## src/rtl/pll_reset_ctrl.sv

```systemverilog
// pll_reset_ctrl: PLL reset/lock sequencer producing the core system reset and ready.
// Ports:
//   inclk0      reference clock, the only clock
//   areset      asynchronous active-high reset
//   pll_locked  PLL lock, asynchronous to inclk0
//   force_reset synchronous soft-reset request (level or pulse)
//   pll_rst     reset to the PLL
//   sys_reset   core reset, asserts async with areset, deasserts on inclk0
//   ready       high only while running
//   retry_cnt   saturating count of timeout / lock-loss retries
module pll_reset_ctrl #(
  parameter int RST_PULSE    = 8,
  parameter int LOCK_FILTER  = 1024,
  parameter int LOCK_TIMEOUT = 50000
) (
  input  logic       inclk0,
  input  logic       areset,
  input  logic       pll_locked,
  input  logic       force_reset,
  output logic       pll_rst,
  output logic       sys_reset,
  output logic       ready,
  output logic [7:0] retry_cnt
);
  localparam int M1 = RST_PULSE > LOCK_FILTER ? RST_PULSE : LOCK_FILTER;
  localparam int MAXV = M1 > LOCK_TIMEOUT ? M1 : LOCK_TIMEOUT;
  localparam int CW = $clog2(MAXV) + 1;
  typedef enum logic [1:0] {PLL_RST, WAIT_LOCK, FILTER, RUN} state_t;
  state_t state_q, state_d;
  logic [CW-1:0] cnt_q, cnt_d;
  logic [7:0] retry_q, retry_d;
  logic sync_q, locked_s_q;
  logic pll_rst_q, sys_reset_q, ready_q;
  logic bump;
  // One shared counter serves the reset pulse, the timeout and the lock filter;
  // every state change clears it so each phase counts from zero.
  always_comb begin
    state_d = state_q;
    cnt_d = cnt_q + CW'(1);
    bump = 1'b0;
    if (force_reset) begin
      state_d = PLL_RST;
      cnt_d = '0;
    end else begin
      case (state_q)
        PLL_RST: if (cnt_q == CW'(RST_PULSE - 1)) begin
          state_d = WAIT_LOCK;
          cnt_d = '0;
        end
        // Lock is tested before expiry so a lock arriving on the timeout edge wins.
        WAIT_LOCK: if (locked_s_q) begin
          state_d = FILTER;
          cnt_d = '0;
        end else if (cnt_q == CW'(LOCK_TIMEOUT - 1)) begin
          state_d = PLL_RST;
          cnt_d = '0;
          bump = 1'b1;
        end
        // Loss of lock is tested before completion so a drop on the final sample aborts.
        FILTER: if (!locked_s_q) begin
          state_d = WAIT_LOCK;
          cnt_d = '0;
        end else if (cnt_q == CW'(LOCK_FILTER - 1)) begin
          state_d = RUN;
          cnt_d = '0;
        end
        RUN: begin
          cnt_d = '0;
          if (!locked_s_q) begin
            state_d = PLL_RST;
            bump = 1'b1;
          end
        end
        default: begin
          state_d = PLL_RST;
          cnt_d = '0;
        end
      endcase
    end
  end
  assign retry_d = (bump && retry_q != 8'hff) ? retry_q + 8'd1 : retry_q;
  // Outputs are registered from the next state so they change on the same edge as the state.
  always_ff @(posedge inclk0 or posedge areset) begin
    if (areset) begin
      state_q     <= PLL_RST;
      cnt_q       <= '0;
      sync_q      <= 1'b0;
      locked_s_q  <= 1'b0;
      retry_q     <= '0;
      pll_rst_q   <= 1'b1;
      sys_reset_q <= 1'b1;
      ready_q     <= 1'b0;
    end else begin
      state_q     <= state_d;
      cnt_q       <= cnt_d;
      sync_q      <= pll_locked;
      locked_s_q  <= sync_q;
      retry_q     <= retry_d;
      pll_rst_q   <= state_d == PLL_RST;
      sys_reset_q <= state_d != RUN;
      ready_q     <= state_d == RUN;
    end
  end
  assign pll_rst = pll_rst_q;
  assign sys_reset = sys_reset_q;
  assign ready = ready_q;
  assign retry_cnt = retry_q;
endmodule

```

## config.mk

```make
export PLATFORM = sky130hd
export DESIGN_NAME = pll_reset_ctrl
export DESIGN_NICKNAME = d
export VERILOG_FILES = /design/src/rtl/pll_reset_ctrl.sv
export SDC_FILE = /design/constraint.sdc
export NUM_CORES = 1
export LEC_CHECK = 0
export BUFFER_PORTS_ARGS = -buffer_cell sky130_fd_sc_hd__buf_2
export CORE_MARGIN = 2
export CORE_UTILIZATION = 35
export DETAILED_ROUTE_END_ITERATION = 8
export GPL_TIMING_DRIVEN = 0
export HOLD_SLACK_MARGIN = 0.15
export PLACE_DENSITY_LB_ADDON = 0.1
export SYNTH_ARGS = -nofsm -noshare
export SYNTH_HDL_FRONTEND = slang
export SYNTH_SLANG_ARGS = --single-unit
```

## constraint.sdc

```tcl
create_clock -name inclk0 -period 1.9 [get_ports inclk0]
set_input_delay 0 -clock inclk0 [delete_from_list [all_inputs] [get_ports inclk0]]
set_output_delay 0 -clock inclk0 [all_outputs]
set_load 0.005 [all_outputs]
```

==> impl_results.md, run 1 <==
* Outcome: finished, final reports clean
* Ys async rst share at between 90% and 100%
* Worst-Margin Slew at between 400 and 500 ps
* Pwr Total at 0.00143 W
* All-Layer GR Usage at between 10 and 15%
* Critical Path End: cnt_q[14]$_DFF_PP0_
* Vias in the first global route at 1179
* Dpl cells at roughly 220
* Sequential area share after synthesis at between 50% and 60%
* Fin crit period at 1900 ps
* Worst reg2reg setup slack at ~2.1 ps
* Critical path, cell by cell: ha_4 > nor4b_4 > nand4_1 > o21a_1 > o31ai_4 > buf_6 > buf_6 > nor2_1
* DR top layer: met4
* Fin Clk Skew at 6.50 ps
* Max Freq at between 500 and 600 MHz
* Final Hold Viols at 0
* PortBufs at 14
* Share of cells above drive strength 1 at between 30% and 40%
* Crit. Startpoint: cnt_q[0]$_DFF_PP0_
* DPL Wire Length at a little over 2000 um
* Area grow syn2layout at 32.5%
* Synth top area share at about half
* Avg WL per Cell at ~14 um
* Yosys warning count at 0
* Number of vias per cell at 4.92
* Inserted Clock Buffers at 5
* CTS Root Cell: clkbuf_8
* DRC viols at 0
* Fin. max-slew vios at 0
* Final Routed Wirelength at 3250 um
* Top FF cell, synth: dfrtp_1
* Critical path data arrival time at roughly 2100 ps
* Worst path depth at 8
* Max_slew headroom at around two thirds
* Ant diodes at 0
* Slowest CP cell: dfrtp_1
* Reg2Reg Launch Point: cnt_q[0]$_DFF_PP0_
* Netlist cell types at 33
* Final setup fails at 0
* Crit-path leading delay family: compound AO/OA/AOI/OAI gates
* DRT iter0 DRCs at 50
* Max-cap viol count at 0
* Synthesized area at about 0.0015 mm^2
* CP max stage delay at 400 ps
* Max IR drop VDD at ~0.36 mV
* CTS tree: built
* Min-delay worst type: in -> async
* Total grt overflow at 0
* Metal2 WL at around 1600 um
* Final-stage net count at approximately 190
* Die Y at approximately 70 um
* Leak pwr at approximately 0.88 nW
* Worst-path clk slew at approximately 70 ps
* Period utilisation layout at 99.9%
* Io pins at 15
* Pin count of the biggest net entering global routing at 33
* Full die area at between 0.004 and 0.005 mm^2
* Crit path launch type: flip-flop
* Setup crit end kind: flip-flop
* Antenna viol nets, final at 0
* Worst Reg-to-Reg Cells at 8
* Pwr Density at a little over 700 mW/mm^2
* Area contributors post-synth: dfrtp_1 (49%), xnor2_1 (9.1%), nor2_1 (5.9%)
* Clk_lat worst skew at just under 300 ps
* RSZ-0062 raised after global routing: yes
* Area of the core at around 0.0043 mm^2
* Placer Congestion at approximately 0.8
* Fin cells at around 240
* Pre-antenna DRT Iters at 4
* Commonest cells in the netlist: dfrtp_1 (30), nor2_1 (24), xnor2_1 (16)
* FP Rows at 24
* Global-route wire length before repair at 5540 um
* Post-synth EDFFs at 0
* Largest area contributor in the netlist: dfrtp_1
* Vias at between 1000 and 1500
* Syn Area/Cell at 10.2 um^2
* Initial antenna violation count at 0
* CP most frequent cell: buf_6
* CP max FO at 6
* RR Endpoint: cnt_q[14]$_DFF_PP0_
* # clock sinks at 32
* Clk buf depth at 2
* Most instantiated library cell after synthesis: dfrtp_1
* Worst path bufs/invs at 2
* Mapped Nets at ~160
* Die X at 70.2 um
* M1 wire length at 1470 um
* FF+latch count, synth at 32
* WHS at between 150 and 200 ps
* Initial core utilization at between 30% and 40%
* Htree depth at 2
* Critical Path RT at 2080 ps
* Setup CP Type: reg -> reg
* Met3 WL at around 98 um
* Cells after Synth at 150
## worst min path at each step
stage / cells after the start / end / slack, ps
final: 3 / retry_cnt[6]$_DFFE_PP0P_ / 160
after CTS: 2 / sync_q$_DFF_PP0_ / 350
after global placement: 1 / sync_q$_DFF_PP0_ / 110
after global routing: 3 / retry_cnt[6]$_DFFE_PP0P_ / 180
after floorplan: 0 / sync_q$_DFF_PP0_ / 30
after detailed placement: 1 / sync_q$_DFF_PP0_ / 110
## tightest hold or removal path: cells and delay by family
family                 cells  cell delay (ps)
buffers and inverters      3              840
## cells by family after synthesis
| family | share of synthesized area, % |
|---|---|
| AO/OA/AOI/OAI | 4.65 |
| XOR/XNOR | 12.6 |
| adder cells (fa/ha/maj) | 1.63 |
| buffers and inverters | 2.77 |
| flip-flops | 52.4 |
| multiplexers | 0.979 |
| AND/OR/NAND/NOR | 25.0 |
## per-layer routing
layer,vias to the layer above,GRT usage (%)
li1,580,-
met1,576,18.3
met2,13,23.7
met3,7,4.33
met4,0,6.41
met5,-,0
## metrics by stage
step	setup WS (ps)	util, %	TNS (ps)	cell area (um^2)
CTS	-25.3	43.5	-241	1870
detailed placement	-248	38.8	-4590	1670
finish	2.13	47.3	0	2030
global route	-108	47.3	-1880	2030
floorplan	92.6	-	0	1530
global placement	-243	38.8	-4190	1670
## layout by cell type, fill, tap and decap left out, drive strengths merged, types with 6 or more instances in the layout
master / n
dfrtp: 30
buf: 28
nor2: 24
xnor2: 16
nand3: 14
nand2: 11
nor3: 8
clkbuf: 7
xor2: 6
## state kept, by name (all words and copies together) (netlist names)
signal / count
sys_reset: 1
sync_q: 1
locked_s_q: 1
cnt_q: 17
pll_rst: 1
retry_cnt: 8
ready: 1
state_q: 2
## final cells by class
type / instances / area, um^2
Buffer: 3 / 20.0
Clock buffer: 6 / 72.6
Clock inverter: 2 / 35.0
Fill cell: 418 / 2260
Inverter: 6 / 22.5
Multi-Input combinational cell: 109 / 793
Sequential cell: 32 / 805
Tap cell: 52 / 65.1
Timing Repair Buffer: 29 / 218
## timing repair
| item | in CTS | in global routing |
|---|---|---|
| buffers inserted | 4 | 6 |
| hold buffers | 3 | 0 |
| cloned | 1 | 0 |
| hold endpoints to repair | 35 | 0 |
| endpoints found under the setup margin | 29 | 29 |
| pin swaps | 8 | 8 |
| gates resized for setup | 7 | 20 |
## power breakdown
group	switching (W)	leakage (nW)	internal, W
logic	0.0000455	0.395	0.0000434
registers	0.00000933	0.431	0.000691
clock network	0.000257	0.0552	0.000389
No activity file was read; power rests on OpenSTA's default activity.
==> inputs of run 2 (changes only) <==
--- a/config.mk
+++ b/config.mk
@@ -6,12 +6,12 @@
 export NUM_CORES = 1
 export LEC_CHECK = 0
 export BUFFER_PORTS_ARGS = -buffer_cell sky130_fd_sc_hd__buf_2
-export CORE_MARGIN = 2
+export CORE_MARGIN = 3
 export CORE_UTILIZATION = 35
 export DETAILED_ROUTE_END_ITERATION = 8
 export GPL_TIMING_DRIVEN = 0
 export HOLD_SLACK_MARGIN = 0.15
-export PLACE_DENSITY_LB_ADDON = 0.1
+export PLACE_DENSITY = 0.57
 export SYNTH_ARGS = -nofsm -noshare
 export SYNTH_HDL_FRONTEND = slang
 export SYNTH_SLANG_ARGS = --single-unit
==> impl_results.md, run 2 (synthesized netlist as in run 1, its figures left out) <==
* Post-route cell area at 0.00190 mm^2 (-6.7%)
* # clock sinks at 32 (unchanged)
* Dpl ws at -230 ps (+18.3 ps)
* Final worst slack at -1.34 ps (-3.47 ps)
* Die X at 72.2 um (+2.9%)
* All-Layer GR Usage at 13.2% (-1.5 points)
* Failing checks: negative setup slack
* RSZ-0062 raised after global routing: yes
* Worst-path clk slew at 60 ps (about the same)
* Min-delay worst type: reg -> reg
* Crit-path leading delay family: compound AO/OA/AOI/OAI gates
* Worst path depth at 7 (-1)
* Critical Path End: cnt_q[0]$_DFF_PP0_
* Vias in the first global route at 1233 (+4.6%)
* Inserted Clock Buffers at 5 (unchanged)
* Final setup fails at 2 (+2)
* Number of flip-flops in the largest register at 17 (unchanged)
* Final-stage net count at 186 (-3.1%)
* Number of vias per cell at 5.09 (+3.5%)
* DRC viols at 0 (unchanged)
* Post-DP Area at 0.00167 mm^2 (-0.15%)
* Critical path, cell by cell: ha_4 > nor4b_4 > nand4_1 > o21a_1 > o31ai_4 > buf_6 > nor2_1
* Ant diodes at 0 (unchanged)
* Met3 WL at 114 um (+16%)
* Share of cells above drive strength 1 at 26.0% (-5.6 points)
* Slowest CP cell: dfrtp_1
* Fin crit period at 1900 ps (+3.47 ps)
* Hold Path Origin: sync_q$_DFF_PP0_
* CP max stage delay at 400 ps (about the same)
* Register with the most flip-flops: cnt_q
* DPL Wire Length at 2140 um (+3.1%)
* Metal2 WL at 1510 um (-7.1%)
* FP Rows at 23 (-4.2%)
* Fin Clk Skew at 4.07 ps (-2.43 ps)
* Avg WL per Cell at 13.0 um (-4.9%)
* DRT iter0 DRCs at 29 (-42%)
* Period utilisation layout at 100% (+0.18 points)
* DR top layer: met4
* Clk_lat worst skew at 280 ps (about the same)
* Area grow syn2layout at 23.7%
* Initial antenna violation count at 0 (unchanged)
* Crit. Startpoint: cnt_q[1]$_DFF_PP0_
* Crit path launch type: flip-flop
* Antenna viol nets, final at 0 (unchanged)
* Worst reg2reg setup slack at -1 ps (about the same)
* Reg2Reg Launch Point: cnt_q[1]$_DFF_PP0_
* Global-route wire length before repair at 5390 um (-2.7%)
* Commonest non-fill, non-tap cell in the layout: dfrtp_1
* Worst Reg-to-Reg Cells at 7 (-1)
* Clk buf depth at 2 (unchanged)
* Htree depth at 2 (unchanged)
* Max_slew headroom at 22.6% (-44 points)
* Fin. max-slew vios at 0 (unchanged)
* Worst path bufs/invs at 1 (-1)
* Initial core utilization at 37.2% (+1.6 points)
* Full die area at 0.00521 mm^2 (+5.8%)
* Placer Congestion at 0.849 (+9.0%)
* Commonest cells after routing, fill and taps aside: dfrtp_1 (29), nor2_1 (17), xnor2_1 (16)
* Vias at 1176 (unchanged)
* CTS Root Cell: clkbuf_8
* Max Freq at 526 MHz (-0.18%)
* Pre-antenna DRT Iters at 6 (+2)
* Pwr Density at 686 mW/mm^2 (-2.8%)
* Setup CP Type: reg -> reg
* Critical path data arrival time at 2070 ps (about the same)
* M1 wire length at 1310 um (-11%)
* RR Endpoint: cnt_q[0]$_DFF_PP0_
* PortBufs at 14 (unchanged)
* Total grt overflow at 0 (unchanged)
* Die Y at 72.2 um (+2.9%)
* Fill count at 417 (-0.24%)
* Outcome: finished with violations
* Io pins at 15 (unchanged)
* Final Hold Viols at 0 (unchanged)
* Final Routed Wirelength at 2990 um (-8.1%)
* Setup crit end kind: flip-flop
* Leak pwr at 0.833 nW (-5.6%)
* Max IR drop VDD at 0.359 mV (about the same)
* Area of the core at 0.00412 mm^2 (-4.2%)
* Pin count of the biggest net entering global routing at 33 (unchanged)
* Critical Path RT at 2070 ps (about the same)
* Max-cap viol count at 0 (unchanged)
* Worst-Margin Slew at 1160 ps (+663 ps)
* CTS tree: built
* CP max FO at 5 (-1)
## run 2: cell count changes in the layout (fill, tap and decap cells not counted), sizes merged
cell    previous run  this run
buf               28        22
bufinv             1         0
inv                5         6
## run 2: worst min path at each step
stage	to	slack, ps	depth (start not counted)
floorplan	sync_q$_DFF_PP0_	30	0
global placement	sync_q$_DFF_PP0_	110	1
detailed placement	sync_q$_DFF_PP0_	110	1
CTS	locked_s_q$_DFF_PP0_	360	0
global route	locked_s_q$_DFF_PP0_	370	0
finish	locked_s_q$_DFF_PP0_	360	0
## run 2: report_power, final
part | switching, W | internal (W) | leakage, nW | total, W
sequential | 0.00000826 | 0.000691 | 0.431 | 0.000699
combinational | 0.0000420 | 0.0000370 | 0.350 | 0.0000791
clock | 0.000234 | 0.000288 | 0.0510 | 0.000523
total | 0.000285 | 0.00102 | 0.833 | 0.00130
## run 2: cell type report
cell class / count / area, um^2 / area share [%]
sequential: 32 / 805 / 42.4
multi-input combinational: 109 / 741 / 39.1
inverter: 6 / 22.5 / 1.19
clock buffer: 6 / 82.6 / 4.36
tap: 50 / 62.6 / 3.30
timing repair buffer: 23 / 153 / 8.05
clock inverter: 2 / 10.0 / 0.528
buffer: 3 / 20.0 / 1.06
## run 2: repair_timing
action                                 CTS  global route
endpoints found under the hold margin   36             0
gates cloned                             1             0
buffers inserted                         3             2
gates resized for setup                  9             8
hold buffers                             3             0
setup endpoints to repair               29            22
pin swaps                                5             2
## run 2: metal layers
metal | global-route usage, % | vias up
met4 | 6.47 | 0
met2 | 22.3 | 18
met1 | 15.6 | 581
met3 | 3.32 | 6
li1 | - | 571
met5 | 0 | -
## run 2: metrics by stage
stage | util [%] | TNS [ps] | cells | total power (W) | hold slack (ps)
finish | 46.1 | -1.90 | 231 | 0.00130 | 355
global route | 46.1 | -1910 | 231 | 0.00137 | 370
CTS | 45.2 | 0 | 229 | 0.00132 | 360
detailed placement | 40.5 | -3880 | 214 | 0.000763 | 114
global placement | 40.5 | -1990 | 214 | 0.000760 | 108
floorplan | - | 0 | 150 | 0.000746 | 31.4
==> inputs of run 3 (changes only) <==
--- a/config.mk
+++ b/config.mk
@@ -6,12 +6,14 @@
 export NUM_CORES = 1
 export LEC_CHECK = 0
 export BUFFER_PORTS_ARGS = -buffer_cell sky130_fd_sc_hd__buf_2
+export CAP_MARGIN = 20
 export CORE_MARGIN = 3
 export CORE_UTILIZATION = 35
 export DETAILED_ROUTE_END_ITERATION = 8
 export GPL_TIMING_DRIVEN = 0
 export HOLD_SLACK_MARGIN = 0.15
 export PLACE_DENSITY = 0.57
+export SETUP_SLACK_MARGIN = 0.5
 export SYNTH_ARGS = -nofsm -noshare
 export SYNTH_HDL_FRONTEND = slang
 export SYNTH_SLANG_ARGS = --single-unit
==> impl_results.md, run 3 (synthesized netlist as in run 1, its figures left out) <==
* Placer Congestion at 0.862 (+1.6%)
* Area grow syn2layout at 34.2%
* Max Freq at 538 MHz (+2.2%)
* Commonest non-fill, non-tap cell in the layout: dfrtp_1
* M1 wire length at 1410 um (+7.8%)
* Htree depth at 2 (unchanged)
* Avg WL per Cell at 12.9 um (-0.43%)
* Max_slew headroom at 55.3% (+33 points)
* CTS Root Cell: clkbuf_8
* Met3 WL at 97 um (-15%)
* Internal at 0.00104 W (+2.0%)
* Min-delay worst type: in -> async
* Critical Path RT at 2080 ps (about the same)
* DPL Wire Length at 2160 um (+0.65%)
* Critical path data arrival time at 2040 ps (-30 ps)
* Initial core utilization at 37.2% (unchanged)
* Pwr Total at 0.00132 W (+1.8%)
* Total grt overflow at 0 (unchanged)
* DRC viols at 0 (unchanged)
* Area of the multi-input gates at 797 um^2 (+7.6%)
* Final setup fails at 0 (-2)
* Setup crit end kind: flip-flop
* Fill count at 379 (-9.1%)
* Max-cap viol count at 0 (unchanged)
* PortBufs at 14 (unchanged)
* CTS tree: built
* Worst-Margin Slew at 669 ps (-491 ps)
* FP Rows at 23 (unchanged)
* Register with the most flip-flops: cnt_q
* Worst-path clk slew at 60 ps (about the same)
* Fin. max-slew vios at 0 (unchanged)
* # clock sinks at 32 (unchanged)
* Combinational power share at 7.2% (+1.1 points)
* Fin crit period at 1860 ps (-40.9 ps)
* Dpl ws at -218 ps (+12.5 ps)
* Final-stage net count at 196 (+5.4%)
* Clk_lat worst skew at 290 ps (about the same)
* Initial antenna violation count at 0 (unchanged)
* Clk buf depth at 2 (unchanged)
* Clk pwr share at 40.0% (-0.2 points)
* Sw Ratio at 21.7% (-0.14 points)
* Area of the core at 0.00412 mm^2 (unchanged)
* Final worst slack at 39.6 ps (+40.9 ps)
* DRT iter0 DRCs at 27 (-6.9%)
* Ant diodes at 0 (unchanged)
* Crit path launch type: flip-flop
* Pre-antenna DRT Iters at 4 (-2)
* Sw Pwr at 0.000288 W (+1.1%)
* Max IR drop VDD at 0.385 mV (+7.3%)
* All-Layer GR Usage at 14.3% (+1.1 points)
* Period utilisation layout at 97.9% (-2.2 points)
* Sequential power share at 52.8% (-0.9 points)
* Pin count of the biggest net entering global routing at 18 (-45%)
* Leak pwr at 0.909 nW (+9.1%)
* CP max FO at 7 (+2)
* Share of cells above drive strength 1 at 33.0% (+7.0 points)
* Die Y at 72.2 um (unchanged)
* Number of vias per cell at 4.97 (-2.4%)
* Vias at 1197 (+1.8%)
* Commonest cells after routing, fill and taps aside: dfrtp_1 (29), nor2_1 (21), buf_2 (15)
* Global-route wire length before repair at 5750 um (+6.7%)
* Fin Clk Skew at 4.53 ps (+0.460 ps)
* Die X at 72.2 um (unchanged)
* Inserted Clock Buffers at 5 (unchanged)
* Io pins at 15 (unchanged)
* Setup CP Type: reg -> reg
* DR top layer: met4
* Outcome: finished, final reports clean
* Final Hold Viols at 0 (unchanged)
* Pwr Density at 644 mW/mm^2 (-6.2%)
* Metal2 WL at 1530 um (+1.4%)
* RSZ-0062 raised after global routing: yes
* Number of flip-flops in the largest register at 17 (unchanged)
* Full die area at 0.00521 mm^2 (unchanged)
* Final Routed Wirelength at 3110 um (+3.9%)
* Register area at 805 um^2 (unchanged)
* Vias in the first global route at 1266 (+2.7%)
* Antenna viol nets, final at 0 (unchanged)
[run 3: power by group through the flow]
stage	Sequential, W	Combinational (W)	Clock (W)
detailed placement	0.000710	0.0000595	0
global route	0.000700	0.000108	0.000580
global placement	0.000710	0.0000512	0
finish	0.000699	0.0000958	0.000529
floorplan	0.000708	0.0000381	0
CTS	0.000699	0.0000866	0.000549
[run 3: path summary, 6_finish.rpt]
check | slack (ps) | cells past startpoint | from | endpoint
max | 40 | 8 | cnt_q[1]$_DFF_PP0_ | cnt_q[14]$_DFF_PP0_
min | 350 | 3 | areset | cnt_q[14]$_DFF_PP0_
max reg2reg | 40 | 8 | cnt_q[1]$_DFF_PP0_ | cnt_q[14]$_DFF_PP0_
min reg2reg | 350 | 0 | sync_q$_DFF_PP0_ | locked_s_q$_DFF_PP0_
max in group asynchronous | 950 | 4 | areset | pll_rst$_DFF_PP1_
min in group inclk0 | 350 | 0 | sync_q$_DFF_PP0_ | locked_s_q$_DFF_PP0_
[run 3: critical path, stage by stage, from the launching register on]
cell and delay (ps):
dfrtp_1 390, ha_4 160, nor4b_4 180, nand4_1 180, o21a_2 270, o31ai_4 240, buf_6 160, buf_6 120
nor2_1 40
[run 3: layer usage]
metal / vias up / GRT usage, %
met2: 15 / 23.8
li1: 590 / -
met4: 0 / 6.89
met5: - / 0
met1: 585 / 16.9
met3: 7 / 4.16
[run 3: area by class of cell]
cell class              instances  share of cell area, %
plain buffers                   3                   1.03
inverters                       6                   1.09
multi-input cells             109                   38.7
well taps                      50                   3.04
clock buffers                   8                   4.38
repair buffers                 33                   12.6
flip-flops and latches         32                   39.1
[run 3: metrics by stage]
step	utilization [%]	std cells	setup TNS, ps	cell area (um^2)	hold slack [ps]
after CTS	48.6	237	0	2000	350
after detailed placement	41.2	215	-3570	1700	113
after global routing	50.0	241	-1020	2060	353
final	50.0	241	0	2060	349
after floorplan	-	150	0	1540	31.4
after global placement	40.5	214	-2330	1670	108
[run 3: repair_timing]
action                                 in CTS  in global routing
endpoints found under the hold margin      24                  0
cloned                                      1                  0
setup endpoints to repair                  29                 29
gates resized for setup                    21                  8
hold buffers                                3                  0
setup buffers                              10                  4
pin swaps                                  13                 10
